<file path="config.mk">
export PLATFORM = sky130hd
export DESIGN_NAME = sched_csr_gen
export DESIGN_NICKNAME = d
export VERILOG_FILES = /design/src/rtl/sched_csr_gen_pkg.sv /design/src/rtl/sched_csr_gen_chk.sv /design/src/rtl/sched_csr_gen_popcount.sv /design/src/rtl/sched_csr_gen.sv
export SDC_FILE = /design/constraint.sdc
export NUM_CORES = 1
export LEC_CHECK = 0
export CAP_MARGIN = 5
export CORE_ASPECT_RATIO = 0.7
export CORE_MARGIN = 2
export CORE_UTILIZATION = 30
export DETAILED_ROUTE_END_ITERATION = 10
export GPL_TIMING_DRIVEN = 0
export PLACE_DENSITY = 0.56
export SYNTH_ARGS = -nofsm -noshare
export SYNTH_HDL_FRONTEND = slang
export SYNTH_SLANG_ARGS = --single-unit
</file>
<file path="constraint.sdc">
create_clock -name clk -period 7.1 [get_ports clk]
set_input_delay 1.42 -clock clk [delete_from_list [all_inputs] [get_ports clk]]
set_output_delay 1.42 -clock clk [all_outputs]
set_load 0.03 [all_outputs]
</file>
<file path="src/rtl/sched_csr_gen_pkg.sv">
// Shared scheduler/CSR constants: default warp geometry and performance-counter width.
package sched_csr_gen_pkg;

   localparam int NUM_WARPS     = 4;
   localparam int NUM_THREADS   = 4;
   localparam int PERF_CTR_BITS = 44;
   localparam int COMMIT_WIDTH  = 2;
   localparam int NW_BITS       = $clog2(NUM_WARPS);

endpackage

</file>
<file path="src/rtl/sched_csr_gen_chk.sv">
// Invariant checker: a warp is active exactly when its thread mask is non-zero.
module sched_csr_gen_chk #(
   parameter int NUM_WARPS   = 4,
   parameter int NUM_THREADS = 4
) (
   input logic                                    clk,
   input logic                                    reset,
   input logic [NUM_WARPS-1:0]                    active_warps,
   input logic [NUM_WARPS-1:0][NUM_THREADS-1:0]   thread_masks
);

   for (genvar w = 0; w < NUM_WARPS; w++) begin : g_inv
      a_active_iff_mask : assert property (@(posedge clk) disable iff (reset)
         (active_warps[w] == (|thread_masks[w])));
   end

endmodule

</file>
<file path="src/rtl/sched_csr_gen_popcount.sv">
// Population count of an N-bit vector; result wide enough to hold N.
module sched_csr_gen_popcount #(
   parameter int N = 2,
   parameter int W = $clog2(N + 1)
) (
   input  logic [N-1:0] in_bits,
   output logic [W-1:0] count
);

   // Sum of set bits
   always_comb begin
      count = W'(0);
      for (int i = 0; i < N; i++) begin
         count = count + W'(in_bits[i]);
      end
   end

endmodule

</file>
<file path="src/rtl/sched_csr_gen.sv">
// Scheduler-side producer of the CSR status bundle: perf counters, warp active bits and thread masks.
module sched_csr_gen
   import sched_csr_gen_pkg::*;
#(
   parameter int NUM_WARPS_P     = NUM_WARPS,
   parameter int NUM_THREADS_P   = NUM_THREADS,
   parameter int PERF_CTR_BITS_P = PERF_CTR_BITS,
   parameter int COMMIT_WIDTH_P  = COMMIT_WIDTH,
   parameter int NW_BITS_P       = $clog2(NUM_WARPS_P)
) (
   input  logic                                        clk,
   input  logic                                        reset,
   input  logic                                        tmc_valid,
   input  logic [NW_BITS_P-1:0]                        tmc_wid,
   input  logic [NUM_THREADS_P-1:0]                    tmc_mask,
   input  logic                                        wspawn_valid,
   input  logic [NUM_WARPS_P-1:0]                      wspawn_mask,
   input  logic [COMMIT_WIDTH_P-1:0]                   commit_valid,
   output logic [PERF_CTR_BITS_P-1:0]                  cycles,
   output logic [PERF_CTR_BITS_P-1:0]                  instret,
   output logic [NUM_WARPS_P-1:0]                      active_warps,
   output logic [NUM_WARPS_P-1:0][NUM_THREADS_P-1:0]   thread_masks,
   output logic                                        busy
);

   localparam int CNT_W = $clog2(COMMIT_WIDTH_P + 1);

   logic [CNT_W-1:0]                                retire_cnt;
   logic [NUM_WARPS_P-1:0]                          next_active;
   logic [NUM_WARPS_P-1:0][NUM_THREADS_P-1:0]       next_masks;

   sched_csr_gen_popcount #(
      .N (COMMIT_WIDTH_P),
      .W (CNT_W)
   ) u_popcount (
      .in_bits (commit_valid),
      .count   (retire_cnt)
   );

   // Two-pass merge: wspawn first, then tmc so it overrides a spawn on the same warp
   always_comb begin
      next_active = active_warps;
      next_masks  = thread_masks;
      if (wspawn_valid) begin
         for (int w = 0; w < NUM_WARPS_P; w++) begin
            if (wspawn_mask[w]) begin
               next_active[w] = 1'b1;
               next_masks[w]  = NUM_THREADS_P'(1);
            end else begin
               next_active[w] = active_warps[w];
               next_masks[w]  = thread_masks[w];
            end
         end
      end else begin
         next_active = active_warps;
      end
      if (tmc_valid) begin
         next_masks[tmc_wid]  = tmc_mask;
         next_active[tmc_wid] = |tmc_mask;
      end else begin
         next_masks = next_masks;
      end
   end

   // Counter and warp-state register bank
   always_ff @(posedge clk) begin
      if (reset) begin
         cycles       <= PERF_CTR_BITS_P'(0);
         instret      <= PERF_CTR_BITS_P'(0);
         active_warps <= NUM_WARPS_P'(1);
         for (int w = 0; w < NUM_WARPS_P; w++) begin
            thread_masks[w] <= (w == 0) ? NUM_THREADS_P'(1) : NUM_THREADS_P'(0);
         end
      end else begin
         cycles       <= cycles + PERF_CTR_BITS_P'(1);
         instret      <= instret + PERF_CTR_BITS_P'(retire_cnt);
         active_warps <= next_active;
         thread_masks <= next_masks;
      end
   end

   assign busy = |active_warps;

   sched_csr_gen_chk #(
      .NUM_WARPS   (NUM_WARPS_P),
      .NUM_THREADS (NUM_THREADS_P)
   ) u_chk (
      .clk          (clk),
      .reset        (reset),
      .active_warps (active_warps),
      .thread_masks (thread_masks)
   );

endmodule

</file>
# Word-level counts from Yosys, hierarchy flattened
# Index checks and enable logic that the tools add are counted.
dict set report op_classes {
  n_reduce_logical 3
  n_addsub 3
  n_lt_le_gt_ge 2
  n_mux 18
}
# op count
set op_table {}
lappend op_table {{adder 44 x 1 -> 44 bit, second input constant} 1}
lappend op_table {{adder 44 x 2 -> 44 bit} 1}
lappend op_table {{2-to-1 mux 16 bit} 2}
lappend op_table {{2-to-1 mux 4 bit} 7}
lappend op_table {{bitwise mux 16 bit} 1}
lappend op_table {{demux 4 bit (select 2 bit)} 1}
lappend op_table {{OR reduction 4 bit} 2}
lappend op_table {{2-to-1 mux 1 bit} 5}
lappend op_table {{bitwise mux 4 bit} 1}
lappend op_table {{< comparator 2 x 3 -> 1 bit, second input constant} 1}
lappend op_table {{adder 1 x 1 -> 2 bit} 1}
lappend op_table {{demux 1 bit (select 2 bit)} 1}
lappend op_table {{greater-or-equal comparator 2 x 1 -> 1 bit, second input constant} 1}
lappend op_table {{logical AND 1 bit} 1}
dict set report totals {
  output_inout_bits 109
  elab_cells 33
  in_bits 16
  reg_bits 108
}

# Logic depth before layout (Yosys ltp)
dict set report depth {
  word_depth 6
  mapped_depth 10
  depth_no_buf 9
}

# Cells and area by module
# Synthesis repeated with hierarchy kept, for this count alone.
dict set report unflattened {
  cells_unflattened 561
  area_unflattened_um2 4849.7
}
# module area_per_inst_um2 cells_per_inst n_inst
set by_module_without_submodules {}
lappend by_module_without_submodules {sched_csr_gen 4837.1 560 1}
lappend by_module_without_submodules {sched_csr_gen_popcount 12.5 1 1}

# Least setup slack after synthesis
# OpenSTA, ideal clock, no wires.
dict set report synth_path {
  path_kind {input-to-reg}
  startpoint {in commit_valid[0]}
  endpoint {reg instret[40]}
  required_time_ps 6972
  path_buffers 1
  setup_ps 128
  setup_slack_ps 3768
  t_arrival_ps 3204
  stages 10
  cell_sequence {inv_1 -> fa_1 -> inv_1 -> ha_1 -> and4_1 -> buf_2 -> nand4_1 -> nor4_1 -> xnor2_1 -> nor2_1}
}
dict set report synth_between {
  elab_chain_len 2
}
# element line
set synth_rtl {}
lappend synth_rtl {{start, declared} sched_csr_gen.sv:18} ;# input logic [COMMIT_WIDTH_P-1:0] commit_valid,
lappend synth_rtl {{adder 1 x 1 -> 2 bit} sched_csr_gen_popcount.sv:14} ;# count = count + W'(in_bits[i]);
lappend synth_rtl {{adder 44 x 2 -> 44 bit} sched_csr_gen.sv:76} ;# instret <= instret + PERF_CTR_BITS_P'(retire_cnt);
lappend synth_rtl {{end signal, assigned} sched_csr_gen.sv:76}
lappend synth_rtl {{end, declared} sched_csr_gen.sv:20} ;# output logic [PERF_CTR_BITS_P-1:0] instret,
# Every way passes these cells.
# A chain may end at the register's enable or synchronous reset.

# Worst setup path in the final report
# Ends and elaborated chain as after synthesis.

==> flow_summary.toml <==
[power]
ir_drop_mv = 0.123
pwr_density_cell_mw_per_mm2 = 180
leakagePower_nw = 2.17

[flow_run]
drv_cap = 0

[grt]
grt-ovfl-total = 0
global_route.usage.met1_pct = 23.7
antenna_found_initial = 0
grtUsageMet3_pct = 3.85
routing_layer_with_the_top_usage_in_global_route = "met1"
via_count_of_the_first_global_routing_pass = 4176
grt_pass1_wl_um = 22000
maximum_number_of_pins_on_one_net_before_global_route_repair = 19
globalRouteMet2Util_pct = 22.6
grt_usage_pct = 15.8

[timing]
fin_worst_skew_ns = 0.0105
max_freq_mhz = 254
timing.final.hold_violations = 0
worst_slew_pin_slew_ns = 0.594
setup_repair_after_global_routing_missed_its_margin = "false"
final_tns_setup_ns = 0
timing.final.setup_violations = 0
maxSlewHeadroom_pct = 60.1
min_period_ns = 3.94
drv_slew = 0
final.period_utilization_pct = 55.6

[synth]
netlist-cell-type-count = 43
synth.avg_cell_area_um2 = 8.51
synth_seq_cells = 108
synth_nets = 591
synth.cell_area_mm2 = 0.00487
synthDominantCellAreaShare_pct = 44.4
part_of_the_yosys_area_used_for_sequential_elements_pct = 44.4
post_synth_inst_count = 572
netlist.top_cell.by_area = "dfxtp_1"
synth.yosys.warnings = 0
synth_area_leaders = "dfxtp_1 (44%), xnor2_1 (7.9%), nor2_1 (7.5%)"

[drt]
routedWlPerCell_um = 15.0
route.final.wire_length_um = 13700
route.detailed.vias_per_inst = 4.96
antenna_left = 0
vias = 4523
drt_drc_violations_left = 0
detail_route.iter0.violations = 218
drt_pre_antenna_iters = 5

[hold_path]
worstHoldPathType = "reg2reg"

[clocking]
clock_sinks = 108
path_clk_slew_ns = 0.07
tritoncts.num_buffers = 9
h-tree-depth = 3
post_cts_buffers = 0
cts_hold_buffers = 0
tritoncts = "yes"
cts_max_path_buffers = 2
cts_resized = 0
clk_root_buffer_cell = "clkbuf_16"
worstSkewPairLatency_ns = 0.34

[setup_path]
timing.critical_path.from_type = "input port"
critical_path_class = "in2reg"
crit_fanout = 8
critical_path_capture_point_type = "flop"
cp_slowest_stage_delay_ns = 0.49
data_arrival_time_of_the_critical_path_ns = 4.15
cp_common_cell = "inv_1"
cell_family_with_most_cp_delay = "simple AND/OR/NAND/NOR gates"
worst_path_max_delay_cell = "fa_1"
critical_path.n_buffers_inverters = 4
timing.critical_path.required_ns = 7.31
crit_chain = "clkdlybuf4s50_1 > inv_1 > fa_1 > inv_1 > ha_1 > and4_1 > buf_2 > nand4_1 > nor4_1 > xnor2_1 > nor2_1"

[place]
place.port_buffers = 124
post-dp-hpwl_um = 10300
gp_congestion = 0.817

[floorplanning]
num_io_pins = 125
die-area_mm2 = 0.0173
start_util_pct = 31.0
die_h_um = 111
floorplan.die.width_um = 156
cell_rows = 38
core_area_mm2 = 0.0157

[layout]
fillers = 1589
post_route_cells_drive_above_1_share_pct = 5.20
final_nets = 726
num_antenna_cells = 0
final_util_pct = 42.4
multi_input_comb_area_mm2 = 0.00256
area.sequential_mm2 = 0.00216
flow.area_growth_from_synthesis_pct = 36.5

[status]
outcome = "finished, final reports clean"
Yosys cell counts (all sizes together):
library cell  number
buf               12
clkbuf            10
o31ai              1
xnor2             44
nand4bb            1
and3b              1
nor3b             11
a21oi             23
nor4              14
nand3b             2
nor3              25
or3               10
dfxtp            108
and4b              1
o21bai             2
mux2               2
nand4             27
nand3             44
nor2b              4
xor2              27
inv               15
o41ai              1
and4               9
or2                2
or3b               1
o21ai              9
or4b               1
nand2             46
ha                 2
or4                7
fa                 1
nor2              97
and3              11
nand4b             1
cells by family (layout without fill, tap and decap cells):
logic type / count (synthesis) / count (layout) / share of synthesized area (%)
AO/OA/AOI/OAI: 36 / 36 / 3.93
multiplexers: 2 / 2 / 0.463
XOR/XNOR: 71 / 71 / 12.8
adder cells (fa/ha/maj): 3 / 3 / 0.925
buffers and inverters: 37 / 177 / 3.01
AND/OR/NAND/NOR: 315 / 315 / 34.5
flip-flops: 108 / 108 / 44.4
cells in the final DEF, fill, tap and decap left out, types with 10 or more instances in the layout:
master / instances
xor2_1: 27
nand4_1: 25
and3_1: 11
or3_1: 10
nor4_1: 10
clkbuf_1: 10
a21oi_1: 23
nand3_1: 41
nor2_1: 97
nor3_1: 24
nor3b_1: 10
clkdlybuf4s50_1: 124
xnor2_1: 44
inv_1: 15
nand2_1: 46
dfxtp_1: 108
final cells by class:
class / count / area share [%]
multi-input cells: 427 / 38.5
flip-flops and latches: 108 / 32.5
repair buffers: 124 / 18.7
well taps: 200 / 3.77
clock buffers: 10 / 3.60
plain buffers: 22 / 1.36
inverters: 15 / 0.847
clock inverters: 6 / 0.715
worst paths after layout:
kind | start | end | slack, ns | depth (start not counted)
min reg2reg | thread_masks[3] | thread_masks[3] | 0.47 | 2
max reg2reg | instret[0] | instret[40] | 4.40 | 10
min | thread_masks[3] | thread_masks[3] | 0.47 | 2
max | commit_valid[0] | instret[40] | 3.16 | 11
flip-flops by register name, summed over array words and instances, names as in the netlist:
| name | count |
|---|---|
| thread_masks | 16 |
| instret | 44 |
| cycles | 44 |
| active_warps | 4 |
worst min-delay path, stage by stage (launching register included):
cell and delay, ns:
dfxtp_1 0.31, nand3_1 0.06, a21oi_1 0.06
per-layer routing:
layer	vias up	share of wire (%)
li1	2244	-
met1	2153	52
met2	118	42
met3	8	5.1
met4	0	0.79
met5	-	0
power breakdown:
group / switching [mW] / leakage (nW) / total, mW / internal [mW]
combinational: 0.0502 / 1.16 / 0.0842 / 0.0340
clock: 0.236 / 0.139 / 0.488 / 0.251
sequential: 0.00857 / 0.873 / 0.623 / 0.614
per-stage QoR:
| step | hold slack, ns | power (mW) | cell area (um^2) | setup slack [ns] | instances |
|---|---|---|---|---|---|
| 6_report | 0.470 | 1.19 | 6650 | 3.16 | 912 |
| 2_1_floorplan | 0.576 | 0.679 | 4870 | 3.77 | 572 |
| 4_1_cts | 0.476 | 1.21 | 6650 | 3.12 | 912 |
| 3_3_place_gp | 0.460 | 0.720 | 6360 | 2.85 | 896 |
| 3_5_place_dp | 0.465 | 0.722 | 6360 | 2.79 | 896 |
| 5_1_grt | 0.489 | 1.24 | 6650 | 2.95 | 912 |
No activity file was read; power rests on OpenSTA's default activity.
